File: src/rtl/reg_select_sequencer_if.sv
// rtl/reg_select_sequencer_if.sv - handshake/bus bundle for reg_select_sequencer (optional BAOUT_R0_ZERO_EN adds baseZero)
interface reg_select_sequencer_if #(
  parameter int DATA_WIDTH = 32,
  parameter int IDX_WIDTH  = 4
);
  logic [DATA_WIDTH-1:0] irIn;
  logic [1:0]            mode;
  logic                  start;
  logic                  hold;
  logic [IDX_WIDTH-1:0]  regSel;
  logic                  readEn;
  logic                  writeEn;
  logic                  busy;
  logic                  done;
  logic [DATA_WIDTH-1:0] cSignExt;
`ifdef BAOUT_R0_ZERO_EN
  logic                  baseZero;

  modport master (output irIn, mode, start, hold,
                  input  regSel, readEn, writeEn, busy, done, cSignExt, baseZero);
  modport slave  (input  irIn, mode, start, hold,
                  output regSel, readEn, writeEn, busy, done, cSignExt, baseZero);
`else
  modport master (output irIn, mode, start, hold,
                  input  regSel, readEn, writeEn, busy, done, cSignExt);
  modport slave  (input  irIn, mode, start, hold,
                  output regSel, readEn, writeEn, busy, done, cSignExt);
`endif
endinterface

File: src/rtl/reg_select_sequencer.sv
// rtl/reg_select_sequencer.sv - steps register-operand phases of one instruction (optional BAOUT_R0_ZERO_EN)
module reg_select_sequencer #(
  parameter int DATA_WIDTH = 32,
  parameter int C_WIDTH    = 19,
  parameter int IDX_WIDTH  = 4
) (
  input  logic                  clock,
  input  logic                  clear,
  reg_select_sequencer_if.slave bus
);

  typedef enum logic [2:0] {
    IDLE = 3'd0,
    RD_A = 3'd1,
    RD_B = 3'd2,
    RD_C = 3'd3,
    WR_A = 3'd4,
    DONE = 3'd5
  } state_t;

  state_t                state, state_n;
  logic [DATA_WIDTH-1:0] ir, ir_n;
  logic [1:0]            mode_r, mode_n;
  logic                  accept;
  logic [IDX_WIDTH-1:0]  sel_r, sel_n;
  logic                  rd_r, wr_r, busy_r, done_r;
`ifdef BAOUT_R0_ZERO_EN
  logic                  bz_r;
`endif

  // Every mode except 0 begins by reading Rb.
  function automatic state_t first_phase(input logic [1:0] m);
    return (m == 2'd0) ? WR_A : RD_B;
  endfunction

  // Start acceptance, latch source and next-phase selection.
  always_comb begin
    accept  = (state == IDLE || state == DONE) && bus.start && !bus.hold;
    ir_n    = accept ? bus.irIn : ir;
    mode_n  = accept ? bus.mode : mode_r;
    state_n = state;
    case (state)
      IDLE:    if (accept) state_n = first_phase(bus.mode);
      DONE:    state_n = accept ? first_phase(bus.mode) : IDLE;
      RD_B: begin
        case (mode_r)
          2'd2:    state_n = RD_C;
          2'd3:    state_n = RD_A;
          default: state_n = WR_A;
        endcase
      end
      RD_C:    state_n = WR_A;
      RD_A:    state_n = DONE;
      WR_A:    state_n = DONE;
      default: state_n = IDLE;
    endcase
  end

  // Register index for the phase being entered; idle phases keep the last index.
  always_comb begin
    sel_n = sel_r;
    case (state_n)
      RD_A, WR_A: sel_n = ir_n[26:23];
      RD_B:       sel_n = ir_n[22:19];
      RD_C:       sel_n = ir_n[18:15];
      default:    sel_n = sel_r;
    endcase
  end

  // State, IR latch and registered phase outputs; hold freezes everything.
  always_ff @(posedge clock or negedge clear) begin
    if (!clear) begin
      state  <= IDLE;
      ir     <= '0;
      mode_r <= 2'd0;
      sel_r  <= '0;
      rd_r   <= 1'b0;
      wr_r   <= 1'b0;
      busy_r <= 1'b0;
      done_r <= 1'b0;
`ifdef BAOUT_R0_ZERO_EN
      bz_r   <= 1'b0;
`endif
    end else if (!bus.hold) begin
      state  <= state_n;
      ir     <= ir_n;
      mode_r <= mode_n;
      sel_r  <= sel_n;
      rd_r   <= (state_n == RD_A) || (state_n == RD_B) || (state_n == RD_C);
      wr_r   <= (state_n == WR_A);
      busy_r <= (state_n == RD_A) || (state_n == RD_B) ||
                (state_n == RD_C) || (state_n == WR_A);
      done_r <= (state_n == DONE);
`ifdef BAOUT_R0_ZERO_EN
      bz_r   <= (state_n == RD_B) && (ir_n[22:19] == 4'd0) &&
                ((mode_n == 2'd1) || (mode_n == 2'd3));
`endif
    end
  end

  assign bus.regSel   = sel_r;
  assign bus.readEn   = rd_r;
  assign bus.writeEn  = wr_r;
  assign bus.busy     = busy_r;
  assign bus.done     = done_r;
  assign bus.cSignExt = {{(DATA_WIDTH-C_WIDTH){ir[C_WIDTH-1]}}, ir[C_WIDTH-1:0]};
`ifdef BAOUT_R0_ZERO_EN
  assign bus.baseZero = bz_r;
`endif

endmodule

File: src/flat_wrapper.sv
// flat-port wrapper written by rule: the top's interface ports become plain ports
module reg_select_sequencer_flat 
#(
  parameter int DATA_WIDTH = 32,
  parameter int C_WIDTH    = 19,
  parameter int IDX_WIDTH  = 4
)
  (clock, clear, bus_irIn, bus_mode, bus_start, bus_hold, bus_regSel, bus_readEn, bus_writeEn, bus_busy, bus_done, bus_cSignExt);
  reg_select_sequencer_if #(.DATA_WIDTH(DATA_WIDTH), .IDX_WIDTH(IDX_WIDTH)) bus_i ();
  input  logic clock;
  input  logic clear;
  input wire logic [$bits(bus_i.irIn)-1:0] bus_irIn;
  input wire logic [$bits(bus_i.mode)-1:0] bus_mode;
  input wire logic [$bits(bus_i.start)-1:0] bus_start;
  input wire logic [$bits(bus_i.hold)-1:0] bus_hold;
  output wire logic [$bits(bus_i.regSel)-1:0] bus_regSel;
  output wire logic [$bits(bus_i.readEn)-1:0] bus_readEn;
  output wire logic [$bits(bus_i.writeEn)-1:0] bus_writeEn;
  output wire logic [$bits(bus_i.busy)-1:0] bus_busy;
  output wire logic [$bits(bus_i.done)-1:0] bus_done;
  output wire logic [$bits(bus_i.cSignExt)-1:0] bus_cSignExt;
  assign bus_i.irIn = bus_irIn;
  assign bus_i.mode = bus_mode;
  assign bus_i.start = bus_start;
  assign bus_i.hold = bus_hold;
  assign bus_regSel = bus_i.regSel;
  assign bus_readEn = bus_i.readEn;
  assign bus_writeEn = bus_i.writeEn;
  assign bus_busy = bus_i.busy;
  assign bus_done = bus_i.done;
  assign bus_cSignExt = bus_i.cSignExt;
  reg_select_sequencer #(.DATA_WIDTH(DATA_WIDTH), .C_WIDTH(C_WIDTH), .IDX_WIDTH(IDX_WIDTH)) u_core (.clock(clock), .clear(clear), .bus(bus_i));
endmodule
File: config.mk
export PLATFORM = sky130hd
export DESIGN_NAME = reg_select_sequencer_flat
export DESIGN_NICKNAME = d
export VERILOG_FILES = /design/src/rtl/reg_select_sequencer_if.sv /design/src/rtl/reg_select_sequencer.sv /design/src/flat_wrapper.sv
export SDC_FILE = /design/constraint.sdc
export NUM_CORES = 1
export LEC_CHECK = 0
export ABC_CLOCK_PERIOD_IN_PS = 1850
export CAP_MARGIN = 10
export CORE_MARGIN = 2
export CORE_UTILIZATION = 40
export CTS_BUF_LIST = sky130_fd_sc_hd__clkbuf_4 sky130_fd_sc_hd__clkbuf_8
export CTS_CLUSTER_SIZE = 8
export DETAILED_ROUTE_END_ITERATION = 10
export PLACE_DENSITY_LB_ADDON = 0.05
export SYNTH_ARGS = -nofsm -noshare
export SYNTH_HDL_FRONTEND = slang
export SYNTH_SLANG_ARGS = --single-unit
File: constraint.sdc
create_clock -name clock -period 1.85 [get_ports clock]
set_clock_uncertainty 0.1 [all_clocks]
set_input_delay 0.37 -clock clock [delete_from_list [all_inputs] [get_ports clock]]
set_output_delay 0.37 -clock clock [all_outputs]
set_load 0.005 [all_outputs]
* After elaboration in Yosys (flattened, before gate mapping)
Index checks and enable logic that the tools add are counted.
** Word-level totals
- Flip-flop bits (word level) :: 40
- Input port bits :: 38
- Output and inout bits :: 40
- Word-level logic and storage cells :: 43
** Cells by class
- Equality and inequality tests :: 12
- Muxes and demuxes :: 7
- Bitwise gates (word level) :: 1
- Reductions and logical operators :: 14
** Operators by type and width (count)
- two-way mux 27 bit :: 1
- one-hot mux 3 bit (5 select lines) :: 1
- == test 3 x 2 -> 1 bit (second input constant) :: 4
- == test 3 bit (second input constant) :: 4
- one-hot mux 4 bit (3 select lines) :: 1
- two-way mux 3 bit :: 3
- == test 3 x 1 -> 1 bit (second input constant) :: 2
- one-hot mux 3 bit (2 select lines) :: 1
- == test 2 bit (second input constant) :: 2
- logical OR 1 bit :: 4
- AND reduction 2 bit :: 2
- OR reduction 2 bit :: 2
- logical NOT 3 bit :: 1
- nonzero test 3 bit :: 1
- logical AND 1 bit :: 2
- logical NOT 2 bit :: 1
- logical NOT 1 bit :: 1
- NOT 1 bit :: 1

* Depth between registers and ports, before layout
- Depth in word-level cells :: 10
- Mapped depth :: 7
- Mapped depth without buffers :: 5

* Least setup slack after synthesis
Ideal clock, no wire load.
- Path type :: reg-to-reg
- Start :: reg u_core.state[1]
- End :: reg u_core.sel_r[1] (netlist: u_core.bus.regSel[1])
- Library setup time :: 0.125 ns
- Data arrival time :: 1.644 ns
- Required time :: 1.625 ns
- Setup slack :: -0.018 ns
- Cell stages (with the launch flop) :: 8
- Path buffers :: 2
- Clock period less this slack :: 1.868 ns
- Cells stage by stage :: dfrtp_1 -> buf_6 -> nand2b_4 -> or3_1 -> buf_6 -> a22oi_1 -> o221ai_1 -> mux2_2
** On the way
- Cells in the longest elaborated chain, start to end :: 10
- Elaborated cells on any way between the ends :: 22
- Classes of those cells :: eq/ne: 9; mux: 5; reduce/logical: 8
** RTL lines
- start, declared :: RTL line reg_select_sequencer.sv:21 : state_t state, state_n;
- start signal, assigned :: RTL line reg_select_sequencer.sv:85 : state <= state_n;
- == test 3 bit / logical NOT 3 bit (equally long branches) :: RTL line reg_select_sequencer.sv:38, reg_select_sequencer.sv:42
- logical OR 1 bit :: RTL line reg_select_sequencer.sv:38 : accept = (state == IDLE || state == DONE) && bus.start && !bus.hold;
- logical AND 1 bit (2 in series) :: RTL line reg_select_sequencer.sv:38
- two-way mux 3 bit, on equally long branches :: RTL line reg_select_sequencer.sv:44, reg_select_sequencer.sv:43
- one-hot mux 3 bit (5 select lines) :: RTL line reg_select_sequencer.sv:42 : case (state)
- == test 3 bit / == test 3 x 1 -> 1 bit (equally long branches) :: RTL line reg_select_sequencer.sv:62 : case (state_n)
- OR reduction 2 bit :: RTL line reg_select_sequencer.sv:62
- nonzero test 3 bit (no line)
- AND reduction 2 bit (no line)
- end signal, assigned :: RTL line reg_select_sequencer.sv:88 : sel_r <= sel_n;
- end, declared :: RTL line reg_select_sequencer.sv:25 : logic [IDX_WIDTH-1:0] sel_r, sel_n;
Several ways; a longest one is shown, not always the timed one.
A chain may end at the register's enable or synchronous reset.

* Worst setup path in the final report
- Start :: reg u_core.state[2]
- End :: reg u_core.sel_r[1] (netlist: u_core.bus.regSel[1])
Same word-level chain as after synthesis.

==> reports/summary.txt <==
status: complete, no violations
Worst setup SP type: register
GRT overflow: 0
Critical Path End: u_core.bus.regSel[1]$_DFFE_PN0P_
Slew Limit Headroom: 52.9%
RR Startpoint: u_core.state[2]$_DFFE_PN0N_
Mapped Area: 0.00186 mm²
Finish-stage setup viols: 0
met3 Track Usage GR: 6.53%
Core Area: 0.00441 mm²
Horiz. Die Dim: 72.2 µm
Worst Path Arrival: 1890 ps
worst endpoint required time: 1920 ps
leading cell type in the layout, fill and taps excluded: clkdlybuf4s50_1
most frequent cells in the layout: clkdlybuf4s50_1, dfrtp_1, mux2_2, buf_4, nand2_1
LEAKAGE: 1.14 nW
Pins Over Slew Limit: 0
area leader, netlist: dfrtp_1
DRT iter0 DRCs: 45
Clock Tree Buf Depth: 2
Rows: 24
FF-to-FF path depth: 5
worst setup path startpoint: u_core.state[2]$_DFFE_PN0N_
first-pass GRT wire length: 6220 µm
M1 GR Usage: 17.4%
post-layout util: 60.9%
post-route cell area: 0.00269 mm²
number of synthesis warnings: 0
GRT Total Usage: 15.8%
Initial Util: 42.2%
Worst IR Drop VDD: 0.000699 V
Critical Path Fanout Max: 6
drt via density: 4.95
syn_nets: 199
H-tree levels: 2
TritonRoute pass-1 iters: 4
Post-synth ARST share: 100%
number of global-route vias before repair: 1362
ys flop type: dfrtp_1
Die Span Y: 72.2 µm
CTS Buf Count: 5
Yosys cell types: 33
Worst R2R End: u_core.bus.regSel[1]$_DFFE_PN0P_
DP HPWL: 2960 µm
Total Wirelength: 3900 µm
largest net degree at the start of global routing: 33
Post-synth EDFFs: 0
ranking of synthesized cells by area: dfrtp_1, mux2_2, buf_4
Reg clk slew, reported paths: 70 ps
final hold slack: 30.0 ps
Max Fclk: 0.550 GHz
Pwr Total: 4.28 mW
CTS tree: done
clk_lat worst skew: 280 ps
Avg Inst Size Synth: 11.6 µm²
grt peak-use layer: met2
CP endpoint kind: register
PwrDens: 1590 mW/mm²
GR met2 Demand/Resource: 27.4%
Top Ports: 78
Port Buffers: 72
remaining antenna violation count: 0
die area: 0.00522 mm²
area share of the largest cell type after synthesis: 48.4%
Antenna Cells: 0
Tcrit/Tclk final: 98.3%
RePlAce Congestion: 0.844
dpl cell area: 0.00249 mm²
maxcap violations: 0
CTS sink cnt: 36
routed wire length per instance: 14.1 µm
Residual DRC: 0
CP Class: register to register
final number of hold-violating endpoints: 0
via total after detailed routing: 1371
sequential fraction of the synthesis area: 48.4%
Area Overhead vs Synth: 44.4%
#FFs+latches synth: 36
share of layout cells above drive strength 1: 32.9%
fin crit period: 1820 ps
# nets final: 262
initial antenna violation count: 0
Root Buffer: clkbuf_8
CTS hold repair buffers: 0
Hold Path Class: input pin to asynchronous set/reset pin
r2r setup slk: 30 ps
cell count after synthesis: 161
worst slew pin tran: 706 ps
RSZ-0062 raised after global routing: true
state kept, by name (all words and copies together), names as in the netlist:
signal              cells
u_core.bus.done         1
u_core.bus.writeEn      1
u_core.bus.readEn       1
u_core.ir              23
u_core.bus.busy         1
u_core.bus.regSel       4
u_core.mode_r           2
u_core.state            3
kinds of logic after synthesis:
kind of cell / synth area share (%)
compound gates: 9.27
flops: 48.4
simple gates: 9.88
buf+inv: 15.7
xor+xnor: 0.471
mux: 16.3
critical path: stages, from the launching register on:
cell	delay (ps)
dfrtp_1	420
xor2_2	210
or3_4	390
a22oi_2	190
o221ai_1	120
mux2_4	280
per-stage QoR:
| step | TNS, ps | instances | worst slack [ps] |
|---|---|---|---|
| after floorplan | -18.4 | 161 | -18.4 |
| after global placement | -10950 | 264 | -404 |
| after detailed placement | -11510 | 264 | -452 |
| after CTS | 0 | 272 | 9.59 |
| after global routing | -54.1 | 277 | -31.6 |
| final | 0 | 277 | 32.1 |
cell type report:
type / instances / area [µm²]
fill: 361 / 1730
multi-input combinational: 85 / 717
timing repair buffer: 96 / 892
sequential: 36 / 902
tap: 52 / 65.1
clock inverter: 2 / 35.0
clock buffer: 6 / 76.3
routing by layer:
metal	vias up	part of all wire [%]
met4	0	1.5
met1	659	39
met5	-	0
met2	52	52
li1	655	-
met3	5	7.6
repair_timing:
item                                   CTS  global route
endpoints found under the hold margin    0             0
buffers inserted                         0             5
pin swaps                                3             3
resized for setup                        7            10
setup endpoints to repair               42            19
cells in the mapped netlist, types with 2 or more instances:
master    instances
a221oi_1          2
mux2_2           27
nand2_1           9
or2_2             2
nor2_1            6
o31ai_1           2
a31oi_1           2
o21ai_0           5
buf_6             2
buf_2             5
buf_4            32
dfrtp_1          36
a21oi_1           3
nor2b_1           4
a22oi_1           6
worst min path at each step:
stage | depth (start not counted) | to | slack, ps | from
floorplan | 0 | u_core.bus.busy$_DFFE_PN0N_ | -30 | clear
global placement | 1 | u_core.ir[14]$_DFFE_PN0P_ | 350 | clear
detailed placement | 1 | u_core.bus.regSel[1]$_DFFE_PN0P_ | 370 | clear
CTS | 1 | u_core.bus.regSel[1]$_DFFE_PN0P_ | 60 | clear
global route | 1 | u_core.ir[15]$_DFFE_PN0N_ | 70 | clear
finish | 1 | u_core.bus.regSel[1]$_DFFE_PN0P_ | 30 | clear
where the power goes:
part | internal [mW] | total, mW | switching (mW) | leakage (nW)
Sequential | 1.18 | 1.41 | 0.223 | 0.429
Combinational | 1.45 | 2.19 | 0.733 | 0.657
Clock | 0.414 | 0.682 | 0.268 | 0.0586
Note: power is estimated with default switching activity, not from simulation.
